<file path="src/rtl/mm2st_stream_reader_pkg.sv">
// Shared definitions for the memory-to-stream reader: CSR map, status layout,
// FSM encoding and the per-word byte stride.
package mm2st_stream_reader_pkg;

    localparam logic [1:0] CSR_SRC_ADDR = 2'd0;
    localparam logic [1:0] CSR_LENGTH   = 2'd1;
    localparam logic [1:0] CSR_CTRL     = 2'd2;
    localparam logic [1:0] CSR_SENT     = 2'd3;

    localparam int unsigned CTRL_START_BIT    = 0;
    localparam int unsigned CTRL_CLR_DONE_BIT = 1;

    localparam int unsigned WORD_STRIDE    = 16;
    localparam int unsigned WORD_ADDR_LSBS = 4;

    typedef enum logic [1:0] {
        ST_IDLE,
        ST_ISSUE,
        ST_DRAIN
    } state_e;

    function automatic logic [31:0] status_word(input logic [7:0] level,
                                                input logic       done,
                                                input logic       busy);
        return {16'd0, level, 6'd0, done, busy};
    endfunction

endpackage

</file>
<file path="src/rtl/mm2st_stream_reader_fifo.sv">
// Show-ahead synchronous FIFO: head presents the oldest entry combinationally,
// and reads as zero while empty.
module stream_fifo_sync #(
    parameter int unsigned WIDTH = 128,
    parameter int unsigned DEPTH = 16
) (
    input  logic                       clk,
    input  logic                       reset,
    input  logic                       push,
    input  logic [WIDTH-1:0]           push_data,
    input  logic                       pop,
    output logic [WIDTH-1:0]           head,
    output logic                       empty,
    output logic                       full,
    output logic [$clog2(DEPTH):0]     level
);

    localparam int unsigned AW = $clog2(DEPTH);

    logic [WIDTH-1:0] mem_q [DEPTH];
    logic [AW-1:0]    wr_ptr_q;
    logic [AW-1:0]    rd_ptr_q;
    logic [AW:0]      level_q;
    logic             do_push;
    logic             do_pop;

    assign empty   = (level_q == '0);
    assign full    = (level_q == (AW+1)'(DEPTH));
    assign level   = level_q;
    assign do_pop  = pop && !empty;
    assign do_push = push && (!full || do_pop);
    assign head    = empty ? '0 : mem_q[rd_ptr_q];

    always_ff @(posedge clk) begin
        if (do_push) begin
            mem_q[wr_ptr_q] <= push_data;
        end
    end

    always_ff @(posedge clk) begin
        if (reset) begin
            wr_ptr_q <= '0;
            rd_ptr_q <= '0;
            level_q  <= '0;
        end else begin
            if (do_push) begin
                wr_ptr_q <= wr_ptr_q + 1'b1;
            end
            if (do_pop) begin
                rd_ptr_q <= rd_ptr_q + 1'b1;
            end
            case ({do_push, do_pop})
                2'b10:   level_q <= level_q + 1'b1;
                2'b01:   level_q <= level_q - 1'b1;
                default: level_q <= level_q;
            endcase
        end
    end

endmodule

</file>
<file path="src/rtl/mm2st_stream_reader.sv">
// Memory-to-stream reader: CSR slave, read-issue FSM with FIFO credit control,
// and a show-ahead response buffer feeding the Avalon-ST source.
module mm2st_stream_reader
    import mm2st_stream_reader_pkg::*;
#(
    parameter int unsigned DATA_W     = 128,
    parameter int unsigned ADDR_W     = 32,
    parameter int unsigned FIFO_DEPTH = 16
) (
    input  logic              clk,
    input  logic              reset,
    input  logic [1:0]        avs_address,
    input  logic              avs_write,
    input  logic [31:0]       avs_writedata,
    input  logic              avs_read,
    output logic [31:0]       avs_readdata,
    output logic              avs_readdatavalid,
    output logic [ADDR_W-1:0] avm_address,
    output logic              avm_read,
    input  logic              avm_waitrequest,
    input  logic [DATA_W-1:0] avm_readdata,
    input  logic              avm_readdatavalid,
    output logic              aso_valid,
    output logic [DATA_W-1:0] aso_data,
    input  logic              aso_ready
);

    localparam int unsigned LVL_W = $clog2(FIFO_DEPTH) + 1;

    state_e            state_q, state_d;
    logic [ADDR_W-1:0] src_addr_q;
    logic [ADDR_W-1:0] cur_addr_q;
    logic [31:0]       length_q;
    logic [31:0]       len_lat_q;
    logic [31:0]       issued_q;
    logic [31:0]       sent_q;
    logic [31:0]       outstanding_q;
    logic              done_q;
    logic [31:0]       avs_readdata_q;
    logic              avs_readdatavalid_q;

    logic              fifo_empty;
    logic              fifo_full;
    logic [LVL_W-1:0]  fifo_level;
    logic              idle;
    logic              start_req;
    logic              start_idle;
    logic              start_go;
    logic              clr_done;
    logic              rd_accept;
    logic              rsp_accept;
    logic              pop;
    logic              credit_ok;
    logic              drain_done;
    logic [31:0]       csr_rdata;

    assign idle       = (state_q == ST_IDLE);
    assign start_req  = avs_write && (avs_address == CSR_CTRL) && avs_writedata[CTRL_START_BIT];
    assign clr_done   = avs_write && (avs_address == CSR_CTRL) && avs_writedata[CTRL_CLR_DONE_BIT];
    assign start_idle = start_req && idle;
    assign start_go   = start_idle && (length_q != '0);
    assign rd_accept  = avm_read && !avm_waitrequest;
    assign rsp_accept = avm_readdatavalid && (outstanding_q != '0);
    assign pop        = aso_valid && aso_ready;
    assign drain_done = (state_q == ST_DRAIN) && (sent_q == len_lat_q);
    // Buffered plus in-flight words must fit, so every response has a slot.
    assign credit_ok  = (({1'b0, outstanding_q} + 33'(fifo_level)) < 33'(FIFO_DEPTH)) && !fifo_full;

    always_ff @(posedge clk) begin
        if (reset) begin
            state_q <= ST_IDLE;
        end else begin
            state_q <= state_d;
        end
    end

    always_comb begin
        state_d = state_q;
        case (state_q)
            ST_IDLE:  if (start_go) state_d = ST_ISSUE;
            ST_ISSUE: if (rd_accept && (issued_q + 32'd1 == len_lat_q)) state_d = ST_DRAIN;
            ST_DRAIN: if (drain_done) state_d = ST_IDLE;
            default:  state_d = ST_IDLE;
        endcase
    end

    always_comb begin
        avm_read = (state_q == ST_ISSUE) && (issued_q < len_lat_q) && credit_ok;
    end

    always_ff @(posedge clk) begin
        if (reset) begin
            src_addr_q    <= '0;
            length_q      <= '0;
            cur_addr_q    <= '0;
            len_lat_q     <= '0;
            issued_q      <= '0;
            sent_q        <= '0;
            outstanding_q <= '0;
            done_q        <= 1'b0;
        end else begin
            if (avs_write && (avs_address == CSR_SRC_ADDR)) begin
                src_addr_q <= ADDR_W'(avs_writedata) & ~ADDR_W'((1 << WORD_ADDR_LSBS) - 1);
            end
            if (avs_write && (avs_address == CSR_LENGTH)) begin
                length_q <= avs_writedata;
            end

            if (start_idle) begin
                cur_addr_q <= src_addr_q;
                len_lat_q  <= length_q;
                issued_q   <= '0;
                sent_q     <= '0;
            end else begin
                if (rd_accept) begin
                    cur_addr_q <= cur_addr_q + ADDR_W'(WORD_STRIDE);
                    issued_q   <= issued_q + 32'd1;
                end
                if (pop) begin
                    sent_q <= sent_q + 32'd1;
                end
            end

            case ({rd_accept, rsp_accept})
                2'b10:   outstanding_q <= outstanding_q + 32'd1;
                2'b01:   outstanding_q <= outstanding_q - 32'd1;
                default: outstanding_q <= outstanding_q;
            endcase

            if (start_idle && (length_q == '0)) begin
                done_q <= 1'b1;
            end else if (start_go) begin
                done_q <= 1'b0;
            end else if (drain_done) begin
                done_q <= 1'b1;
            end else if (clr_done) begin
                done_q <= 1'b0;
            end
        end
    end

    always_comb begin
        csr_rdata = '0;
        case (avs_address)
            CSR_SRC_ADDR: csr_rdata = 32'(src_addr_q);
            CSR_LENGTH:   csr_rdata = length_q;
            CSR_CTRL:     csr_rdata = status_word(8'(fifo_level), done_q, !idle);
            CSR_SENT:     csr_rdata = sent_q;
            default:      csr_rdata = '0;
        endcase
    end

    always_ff @(posedge clk) begin
        if (reset) begin
            avs_readdata_q      <= '0;
            avs_readdatavalid_q <= 1'b0;
        end else begin
            avs_readdatavalid_q <= avs_read;
            if (avs_read) begin
                avs_readdata_q <= csr_rdata;
            end
        end
    end

    assign avs_readdata      = avs_readdata_q;
    assign avs_readdatavalid = avs_readdatavalid_q;
    assign avm_address       = cur_addr_q;
    assign aso_valid         = !fifo_empty;

    stream_fifo_sync #(
        .WIDTH (DATA_W),
        .DEPTH (FIFO_DEPTH)
    ) u_fifo (
        .clk       (clk),
        .reset     (reset),
        .push      (rsp_accept),
        .push_data (avm_readdata),
        .pop       (pop),
        .head      (aso_data),
        .empty     (fifo_empty),
        .full      (fifo_full),
        .level     (fifo_level)
    );

endmodule

</file>
<file path="config.mk">
export PLATFORM = sky130hd
export DESIGN_NAME = mm2st_stream_reader
export DESIGN_NICKNAME = d
export VERILOG_FILES = /design/src/rtl/mm2st_stream_reader_pkg.sv /design/src/rtl/mm2st_stream_reader_fifo.sv /design/src/rtl/mm2st_stream_reader.sv
export SDC_FILE = /design/constraint.sdc
export NUM_CORES = 2
export LEC_CHECK = 0
export ABC_CLOCK_PERIOD_IN_PS = 32400
export BUFFER_PORTS_ARGS = -buffer_cell sky130_fd_sc_hd__buf_2
export CAP_MARGIN = 20
export CORE_ASPECT_RATIO = 1.25
export CORE_MARGIN = 2
export CORE_UTILIZATION = 35
export DETAILED_ROUTE_END_ITERATION = 12
export SLEW_MARGIN = 30
export SYNTH_ARGS = -nofsm -noshare
export SYNTH_HDL_FRONTEND = slang
export SYNTH_SLANG_ARGS = --single-unit
</file>
<file path="constraint.sdc">
create_clock -name clk -period 32.4 [get_ports clk]
set_input_delay 6.48 -clock clk [delete_from_list [all_inputs] [get_ports clk]]
set_output_delay 6.48 -clock clk [all_outputs]
set_load 0.1 [all_outputs]
</file>
==> summary.txt <==
Final hold vios: 0
M1 GR Usage: 23.31%
Placed Area: 0.09970 mm²
Met2 GRT Util: 28.63%
EDFF count, synth: 2048
Status: finished clean
Final setup fails: 0
Pre-CTS setup slack: 21120 ps
Crit Path Category: flip-flop to output port
Synth Flop Type: edfxtp_1
Routed Antenna Nets: 0
Vias in the first global route: 50420
Critical path startpoint category: flip-flop
VDD IR max: 0.09736 mV
Unrepaired setup endpoints after global routing: false
All-Layer GR Usage: 17.40%
Maximum clock rate: 0.08494 GHz
1st-pass router iterations: 6
Crit. End Element: output port
Min-delay worst type: flip-flop to flip-flop
Clock skew: 125.8 ps
DP Wirelength: 132.7 mm
Part of the Yosys area used for sequential elements: 71.55%
Most Crowded Layer GR: met2
Num Clock Sinks: 2317
Initial antenna violation count: 69
Starting density of the core: 35.10%
Top-area cell type share of the netlist area: 65.79%
Post-Syn Area: 0.09348 mm²
Critical path required time: 25920 ps
Final worst slack: 20630 ps
Largest net degree at the start of global routing: 153
IO Pins: 364
Root Buffer: clkbuf_16
FP Rows: 212
Vias per cell: 5.390
Total negative slack: 0 ps
Hold Buf Count CTS: 0
Final wirelength: 241.0 mm
Worst slew pin tran: 1021 ps
CTS tree: yes
Core ar.: 0.2663 mm²
Number of remaining DRC errors: 0
Total of max-cap violations: 0
RD Place Congestion: 0.8353
Asr flop ratio synth: 0%
Register area: 0.06690 mm²
Top cells by area, synth: edfxtp_1 (66%), mux4_2 (16%), dfxtp_1 (5.8%), nand2_1 (1.3%), a21oi_1 (1.1%)
Slew HR: 31.94%
Setup Fix Bufs, Post-CTS: 0
Fillers: 23830
Final Cycle Share: 36.33%
Layout Nets: 5721
Final core occ: 40.33%
Power per Cell Area: 78.72 mW/mm²
P_leak: 33.79 nW
Multi-input logic area: 0.02539 mm²
CTS resizes: 0
M3 GR Usage: 3.655%
PortBufs: 359
Synth area leader: edfxtp_1
Num CTS Buffers: 233
Congestion Overflow GR: 0
H-tree Lvls: 4
Crit Path Max Fanout: 44
Chip Height: 581.8 µm
Overall power: 8.454 mW
Via count: 49620
Max Slew Vio Count: 0
Initial DRC count: 4763
Synth-to-Final Area Change: 14.89%
Crit path DAT: 5290 ps
Synth warn: 0
Routed length per placed instance: 26.18 µm
Gate count of the mapped netlist: 5059
Max clock buf depth: 4
Synth cell types: 73
Flip-flop and latch count after synthesis: 2317
Non-Filler Cell Area, Final: 0.1074 mm²
Final Critical Period: 11770 ps
Global-route wire length before repair: 349.3 mm
Share of cells above drive strength 1: 26.34%
Clock slew at reported path FFs: 60 ps
Die W: 466.2 µm
Post-Syn Area per Cell: 18.48 µm²
Clk_lat worst skew: 910 ps
Die Area: 0.2713 mm²
## flip-flops by register name, summed over array words and instances (netlist names), 28 cells and up, named ones only
signal / cells
avm_address: 28
avs_readdata: 32
issued_q: 32
len_lat_q: 32
length_q: 32
outstanding_q: 32
sent_q: 32
src_addr_q: 28
u_fifo.mem_q: 2048
## synthesized netlist by cell type (36+ instances only)
cell      count
nand2_1     314
edfxtp_1   2048
xnor2_1      96
mux4_2      645
nor2_1      195
xor2_1       55
a21oi_1     213
inv_1        68
and2_1      146
mux2i_1      41
nand4_1      56
nor4_1       36
buf_1        57
clkbuf_1    222
o21ai_0      62
nand3_1      58
dfxtp_1     269
a211oi_1     41
ha_1         79
## cells in the final DEF (no fill, tap or decap), types with 22 or more instances in the layout
cell / netlist / layout
nand4_1: 56 / 56
nor2_1: 195 / 183
a211oi_1: 41 / 41
or4_1: 22 / 22
xnor2_1: 96 / 96
and2_1: 146 / 146
clkbuf_1: 222 / 45
bufinv_16: 0 / 25
ha_1: 79 / 79
xor2_1: 55 / 55
a21oi_1: 213 / 213
o21ai_0: 62 / 62
clkinv_1: 0 / 43
buf_2: 5 / 358
buf_4: 4 / 71
clkinv_2: 0 / 43
clkbuf_16: 0 / 235
mux2i_1: 41 / 41
inv_1: 68 / 68
nor4_1: 36 / 35
edfxtp_1: 2048 / 2048
nand2_1: 314 / 313
dfxtp_1: 269 / 265
nand3_1: 58 / 56
or3_1: 35 / 35
nor3_1: 26 / 22
mux4_2: 645 / 645
and3_1: 29 / 28
## where the power goes
part	switching, mW	total (mW)	internal, mW
Clock	1.13	2.68	1.55
Combinational	1.72	2.41	0.694
Sequential	0.0507	3.37	3.32
Total	2.90	8.45	5.56
## through the flow
stage / hold WS (ps) / instances
floorplan: 444.2 / 5062
global placement: 463.8 / 8759
detailed placement: 464.6 / 8762
CTS: 458.4 / 9183
global route: 495.5 / 9192
finish: 467.0 / 9206
## final timing paths
check	slack [ps]	to	depth (start not counted)	from
worst max-delay path	20630	aso_data[120]	7	flip-flop
worst min-delay path	470	len_lat_q[10]	2	length_q[10]
worst max register to register	24350	outstanding_q[31]	20	len_lat_q[31]
worst min register to register	470	len_lat_q[10]	2	length_q[10]
## layer usage
layer,vias to the layer above,wire (µm)
met1,26200,99660
met2,1639,117400
met3,427,16900
met5,-,347
met4,54,6751
li1,21300,-
## critical path: stages, from the launching register on
cell	delay, ps
dfxtp_4	620
buf_6	570
buf_4	740
buf_4	740
mux4_2	580
mux4_2	530
and2_1	180
buf_2	290
## area by class of cell
class / count / area share [%]
Inverter: 68 / 0.2377
Tap cell: 3531 / 4.114
Sequential cell: 2317 / 62.29
Multi-Input combinational cell: 2388 / 23.64
Clock buffer: 290 / 5.761
Antenna cell: 18 / 0.04194
Timing Repair Buffer: 463 / 2.685
Clock inverter: 131 / 1.234
## cells by family after synthesis
group / after synthesis / share of synthesized area, %
XOR/XNOR: 151 / 1.415
other: 1 / 0.004012
AO/OA/AOI/OAI: 482 / 3.226
flip-flops: 2317 / 71.55
buffers and inverters: 357 / 1.458
multiplexers: 692 / 16.05
adder cells (fa/ha/maj): 81 / 1.100
AND/OR/NAND/NOR: 978 / 5.197
Note: power is estimated with default switching activity, not from simulation.
